--- config.mk ---
export PLATFORM = sky130hd
export DESIGN_NAME = run_controller
export DESIGN_NICKNAME = d
export VERILOG_FILES = /design/src/rtl/run_controller.sv
export SDC_FILE = /design/constraint.sdc
export NUM_CORES = 1
export LEC_CHECK = 0
export CORE_ASPECT_RATIO = 1.1
export CORE_UTILIZATION = 35
export DETAILED_ROUTE_END_ITERATION = 7
export GPL_TIMING_DRIVEN = 0
export PLACE_DENSITY = 0.66
export SYNTH_ARGS = -nofsm -noshare
export SYNTH_HDL_FRONTEND = slang
export SYNTH_SLANG_ARGS = --single-unit
--- constraint.sdc ---
create_clock -name clock -period 6.2 [get_ports clock]
set_input_delay 0.62 -clock clock [delete_from_list [all_inputs] [get_ports clock]]
set_output_delay 0.62 -clock clock [all_outputs]
set_load 0.01 [all_outputs]
--- src/rtl/run_controller.sv ---
// Run controller: holds a processor in reset, runs it for a bounded budget, and reports halt/timeout.
// Optional PC-stable halt detection is compiled in with RUN_HALT_DETECT_EN.
module run_controller #(
    parameter int CNT_WIDTH    = 32,
    parameter int RESET_CYCLES = 4,
    parameter int MAX_CYCLES   = 200,
    parameter int PC_WIDTH     = 32,
    parameter int HALT_STABLE  = 8
) (
    input  logic                 clock,
    input  logic                 reset,
    input  logic                 start,
    input  logic                 halt_req,
    input  logic [PC_WIDTH-1:0]  pc,
    output logic                 proc_reset,
    output logic                 running,
    output logic                 done,
    output logic                 timed_out,
    output logic                 halted,
    output logic [CNT_WIDTH-1:0] cycle_count,
    output logic [1:0]           dbg_state
);

    localparam logic [1:0] ST_IDLE = 2'd0;
    localparam logic [1:0] ST_HOLD = 2'd1;
    localparam logic [1:0] ST_RUN  = 2'd2;
    localparam logic [1:0] ST_DONE = 2'd3;

    localparam int HOLD_W = (RESET_CYCLES > 1) ? $clog2(RESET_CYCLES) : 1;
    localparam logic [HOLD_W-1:0]    HOLD_LAST = HOLD_W'(RESET_CYCLES - 1);
    localparam logic [CNT_WIDTH-1:0] CNT_LAST  = CNT_WIDTH'(MAX_CYCLES - 1);

    logic [1:0]           state_q, state_d;
    logic [HOLD_W-1:0]    hold_q, hold_d;
    logic [CNT_WIDTH-1:0] cnt_q, cnt_d;
    logic                 timed_out_q, timed_out_d;
    logic                 halted_q, halted_d;
    logic                 pc_halt;

`ifdef RUN_HALT_DETECT_EN
    localparam int STABLE_W = (HALT_STABLE > 2) ? $clog2(HALT_STABLE) : 1;
    localparam logic [STABLE_W-1:0] STABLE_LAST = STABLE_W'(HALT_STABLE - 2);

    logic [PC_WIDTH-1:0] last_pc_q, last_pc_d;
    logic                pc_valid_q, pc_valid_d;
    logic [STABLE_W-1:0] stable_q, stable_d;

    // stable_q counts matching consecutive pairs, so HALT_STABLE identical cycles
    // are reached when HALT_STABLE-2 pairs were already seen and this one matches too.
    always_comb begin
        last_pc_d  = last_pc_q;
        pc_valid_d = pc_valid_q;
        stable_d   = stable_q;
        pc_halt    = 1'b0;
        if (state_q == ST_HOLD) begin
            last_pc_d  = '0;
            pc_valid_d = 1'b0;
            stable_d   = '0;
        end else if (state_q == ST_RUN) begin
            last_pc_d  = pc;
            pc_valid_d = 1'b1;
            if (pc_valid_q && (pc == last_pc_q)) begin
                pc_halt  = (stable_q == STABLE_LAST);
                stable_d = stable_q + STABLE_W'(1);
            end else begin
                stable_d = '0;
            end
        end
    end

    always_ff @(posedge clock) begin
        if (reset) begin
            last_pc_q  <= '0;
            pc_valid_q <= 1'b0;
            stable_q   <= '0;
        end else begin
            last_pc_q  <= last_pc_d;
            pc_valid_q <= pc_valid_d;
            stable_q   <= stable_d;
        end
    end
`else
    logic unused_pc;
    assign unused_pc = ^pc;
    assign pc_halt   = 1'b0;
`endif

    always_comb begin
        state_d     = state_q;
        hold_d      = hold_q;
        cnt_d       = cnt_q;
        timed_out_d = timed_out_q;
        halted_d    = halted_q;
        case (state_q)
            ST_IDLE, ST_DONE: begin
                if (start) begin
                    state_d     = ST_HOLD;
                    hold_d      = '0;
                    cnt_d       = '0;
                    timed_out_d = 1'b0;
                    halted_d    = 1'b0;
                end
            end
            ST_HOLD: begin
                if (hold_q == HOLD_LAST) begin
                    state_d = ST_RUN;
                end else begin
                    hold_d = hold_q + HOLD_W'(1);
                end
            end
            ST_RUN: begin
                cnt_d = (&cnt_q) ? cnt_q : cnt_q + CNT_WIDTH'(1);
                // Halt wins over timeout when both land on the same cycle.
                if (halt_req || pc_halt) begin
                    state_d  = ST_DONE;
                    halted_d = 1'b1;
                end else if (cnt_q == CNT_LAST) begin
                    state_d     = ST_DONE;
                    timed_out_d = 1'b1;
                end
            end
            default: state_d = ST_IDLE;
        endcase
    end

    always_ff @(posedge clock) begin
        if (reset) begin
            state_q     <= ST_IDLE;
            hold_q      <= '0;
            cnt_q       <= '0;
            timed_out_q <= 1'b0;
            halted_q    <= 1'b0;
        end else begin
            state_q     <= state_d;
            hold_q      <= hold_d;
            cnt_q       <= cnt_d;
            timed_out_q <= timed_out_d;
            halted_q    <= halted_d;
        end
    end

    assign proc_reset  = (state_q != ST_RUN);
    assign running     = (state_q == ST_RUN);
    assign done        = (state_q == ST_DONE);
    assign timed_out   = timed_out_q;
    assign halted      = halted_q;
    assign cycle_count = cnt_q;
    assign dbg_state   = state_q;

endmodule
==> flow_summary.yaml <==
setup_path:
  end_kind: "flop"
  worst_path_largest_cell_delay_ns: 0.60
  cp-start-kind: "flop"
  cp_slowest_cell: "or4_4"
  path_cells: "ha_1 > nand4_2 > or4_4 > o31ai_4 > nand2b_2 > buf_2 > a21oi_1"
  cp.required_ns: 6.43
  cp_max_fo: 10
  arrival_ns: 2.73
  worstSetupPathType: "reg -> reg"
place:
  dp_hpwl_mm: 4.911
  io_buffers: 41
  place_congestion: 0.9018
timing:
  setup_tns_ns: 0
  max_freq_ghz: 0.3995
  tightest_slew_ns: 1.038
  slew_viol_final: 0
  hold_violations: 0
  setup_viol: 0
  rsz0062_at_grt: "false"
  fin_skew_ns: 0.007640
  period_needed_ns: 2.503
  relSlewSlack_pct: 28.79
  period_share_pct: 40.38
  timing.hold.ws_ns: 0.4728
detailed_routing:
  drt_first_pass_iters: 4
  ant_nets: 0
  remaining_drc_errors: 0
  wl_per_cell_um: 16.19
  totalWireLength_mm: 6.621
  drt-initial-drc-count: 220
  vias: 2433
  vias_per_cell: 5.949
worst_hold_path:
  hp-class: "reg -> reg"
grt:
  globalRouteMet3Util_pct: 3.246
  grt_antenna_before_repair: 0
  track_usage_pct: 20.23
  grt.busiest_layer: "met2"
  grt_max_degree: 12
  grt_pass1_vias: 2222
  gr-usage-met1_pct: 27.83
  grt_pass1_wl_mm: 11.08
  grt_remaining_overflow: 0
  gr-usage-met2_pct: 32.56
job:
  max_cap_viol_count: 0
logic_synthesis:
  synthesis.area_mm2: 0.002318
  synth_nets: 321
  yosysUniqueCellTypes: 58
  yosysMostFrequentCell: "dfxtp_1"
  async_flop_share_pct: 0
  syn_avg_cell_area_um2: 8.280
  synth_cells: 280
  ys.flop_type: "dfxtp_1"
  synth_area_leader_cell: "dfxtp_1"
  ys_top_cells_by_area: "dfxtp_1 33%, a21oi_1 6.3%, o32ai_2 4.2%, nor2_1 3.9%, nand2_1 3.7%"
  ys_seq_elements: 38
  synth_edf_count: 0
  yosysSeqAreaShare_pct: 32.81
  yosys-top-cells-count: "38 x dfxtp_1, 29 x a21oi_1, 24 x nor2_1"
  yosys.area.top_type_share_pct: 32.81
  yosysWarnings: 0
pwr:
  p_sw_w: 0.0003127
  swShare_pct: 38.51
  leakage_nw: 0.9088
  power_density_mw_per_mm2: 276.3
  p_int_w: 0.0004993
  p_seq_share_pct: 34.3
  ir_worst_vdd_mv: 0.1696
  power_frac_comb_pct: 41.0
  pwr-share-clk_pct: 24.7
clock_tree:
  cts_sinks: 38
  root_buffer: "clkbuf_8"
  cts_tree: "done"
  cts_setup_buffers: 0
  path_clk_slew_ns: 0.08
  clock_latency_ns: 0.30
  numCtsBuffers: 5
  h-tree-depth: 2
  holdBufCountCts: 0
  cts.path.max_buffers: 2
  cts-resized-gates: 0
final_layout:
  num_antenna_cells: 0
  drive_gt1_share_pct: 13.98
  fillers: 637
  nets: 369
  syn_to_final_growth_pct: 26.77
floorplanning:
  rows: 30
  die_area_mm2: 0.006954
  die_w_um: 79.60
  ios: 75
  die_y_um: 87.36
  coreArea_mm2: 0.006269
  start_util_pct: 36.99
run_status:
  status: "finished, final reports clean"
-- area by class of cell --
class | count | area (um^2) | share of cell area [%]
plain buffers | 13 | 83.83 | 2.852
well taps | 80 | 100.1 | 3.406
inverters | 12 | 45.04 | 1.533
multi-input cells | 217 | 1429 | 48.62
flip-flops and latches | 38 | 760.7 | 25.88
repair buffers | 41 | 410.4 | 13.96
clock buffers | 8 | 110.1 | 3.746
-- routing by layer --
layer,routed length (um),share of wire [%]
met3,361,5.5
met4,59,0.89
met1,3117,47
met2,3082,47
met5,0,0
-- worst max-delay path: cells and delay by family, from the launching register on --
kind / cells / cell delay [ns]
flip-flops: 1 / 0.43
AND/OR/NAND/NOR: 3 / 0.92
adder cells (fa/ha/maj): 1 / 0.30
buffers and inverters: 1 / 0.22
AO/OA/AOI/OAI: 2 / 0.56
-- cell families (layout without fill, tap and decap cells) --
logic type	count (synthesis)	in the layout	share of synthesized area [%]
muxes	4	4	1.889
and+or+nand+nor	127	127	31.68
xor gates and xnor gates	1	1	0.3778
DFF	38	38	32.81
adders and majority gates	5	5	2.698
AOI/OAI and AO/OA	80	80	24.99
buffers and inverters	25	74	5.558
-- stage by stage --
step	std cells	instance area [um^2]	setup slack, ns	power [W]	utilization [%]
after global placement	401	2829	3.591	0.0006105	45.13
final	409	2939	3.697	0.0008120	46.89
after floorplan	280	2318	3.939	0.0005071	-
after global routing	409	2939	3.498	0.0008612	46.89
after detailed placement	401	2829	3.572	0.0006150	45.13
after CTS	409	2939	3.670	0.0008163	46.89
-- power groups by stage --
stage / sequential [W] / clock [W] / combinational, W
finish: 0.000279 / 0.000200 / 0.000333
global route: 0.000282 / 0.000214 / 0.000365
CTS: 0.000279 / 0.000205 / 0.000333
detailed placement: 0.000284 / 0 / 0.000331
global placement: 0.000284 / 0 / 0.000327
floorplan: 0.000288 / 0 / 0.000219
-- registers in the layout (all words and copies together), names as in the netlist --
name         cells
cycle_count     32
dbg_state        2
halted           1
hold_q           2
timed_out        1
-- worst paths after layout --
check | start | end | slack, ns | depth (start not counted)
worst min register to register | halted$_SDFFE_PP0P_ | halted$_SDFFE_PP0P_ | 0.47 | 2
worst max register to register | cycle_count[0]$_SDFFE_PP0P_ | cycle_count[7]$_SDFFE_PP0P_ | 3.70 | 7
worst min-delay path | halted$_SDFFE_PP0P_ | halted$_SDFFE_PP0P_ | 0.47 | 2
worst max-delay path | cycle_count[0]$_SDFFE_PP0P_ | cycle_count[7]$_SDFFE_PP0P_ | 3.70 | 7
-- layout by cell type, fill, tap and decap left out, types with 2 or more instances in the layout --
cell type	n
a21oi_1	29
a22oi_1	2
a31oi_1	6
a41oi_1	6
and3_1	3
and4_1	2
buf_2	4
buf_4	2
buf_6	3
clkbuf_1	3
clkbuf_8	8
clkdlybuf4s50_1	41
dfxtp_1	38
ha_1	5
inv_1	12
mux2_2	3
nand2_1	23
nand2b_1	6
nand2b_2	2
nand3_1	13
nand3_2	2
nand4_1	8
nand4_2	3
nor2_1	24
nor3_1	5
nor4_1	12
nor4_2	2
o21ai_0	13
o31ai_1	4
o32ai_2	6
or3_1	4
or4_1	6
or4_4	2
Power figures use the tool's default switching activity.
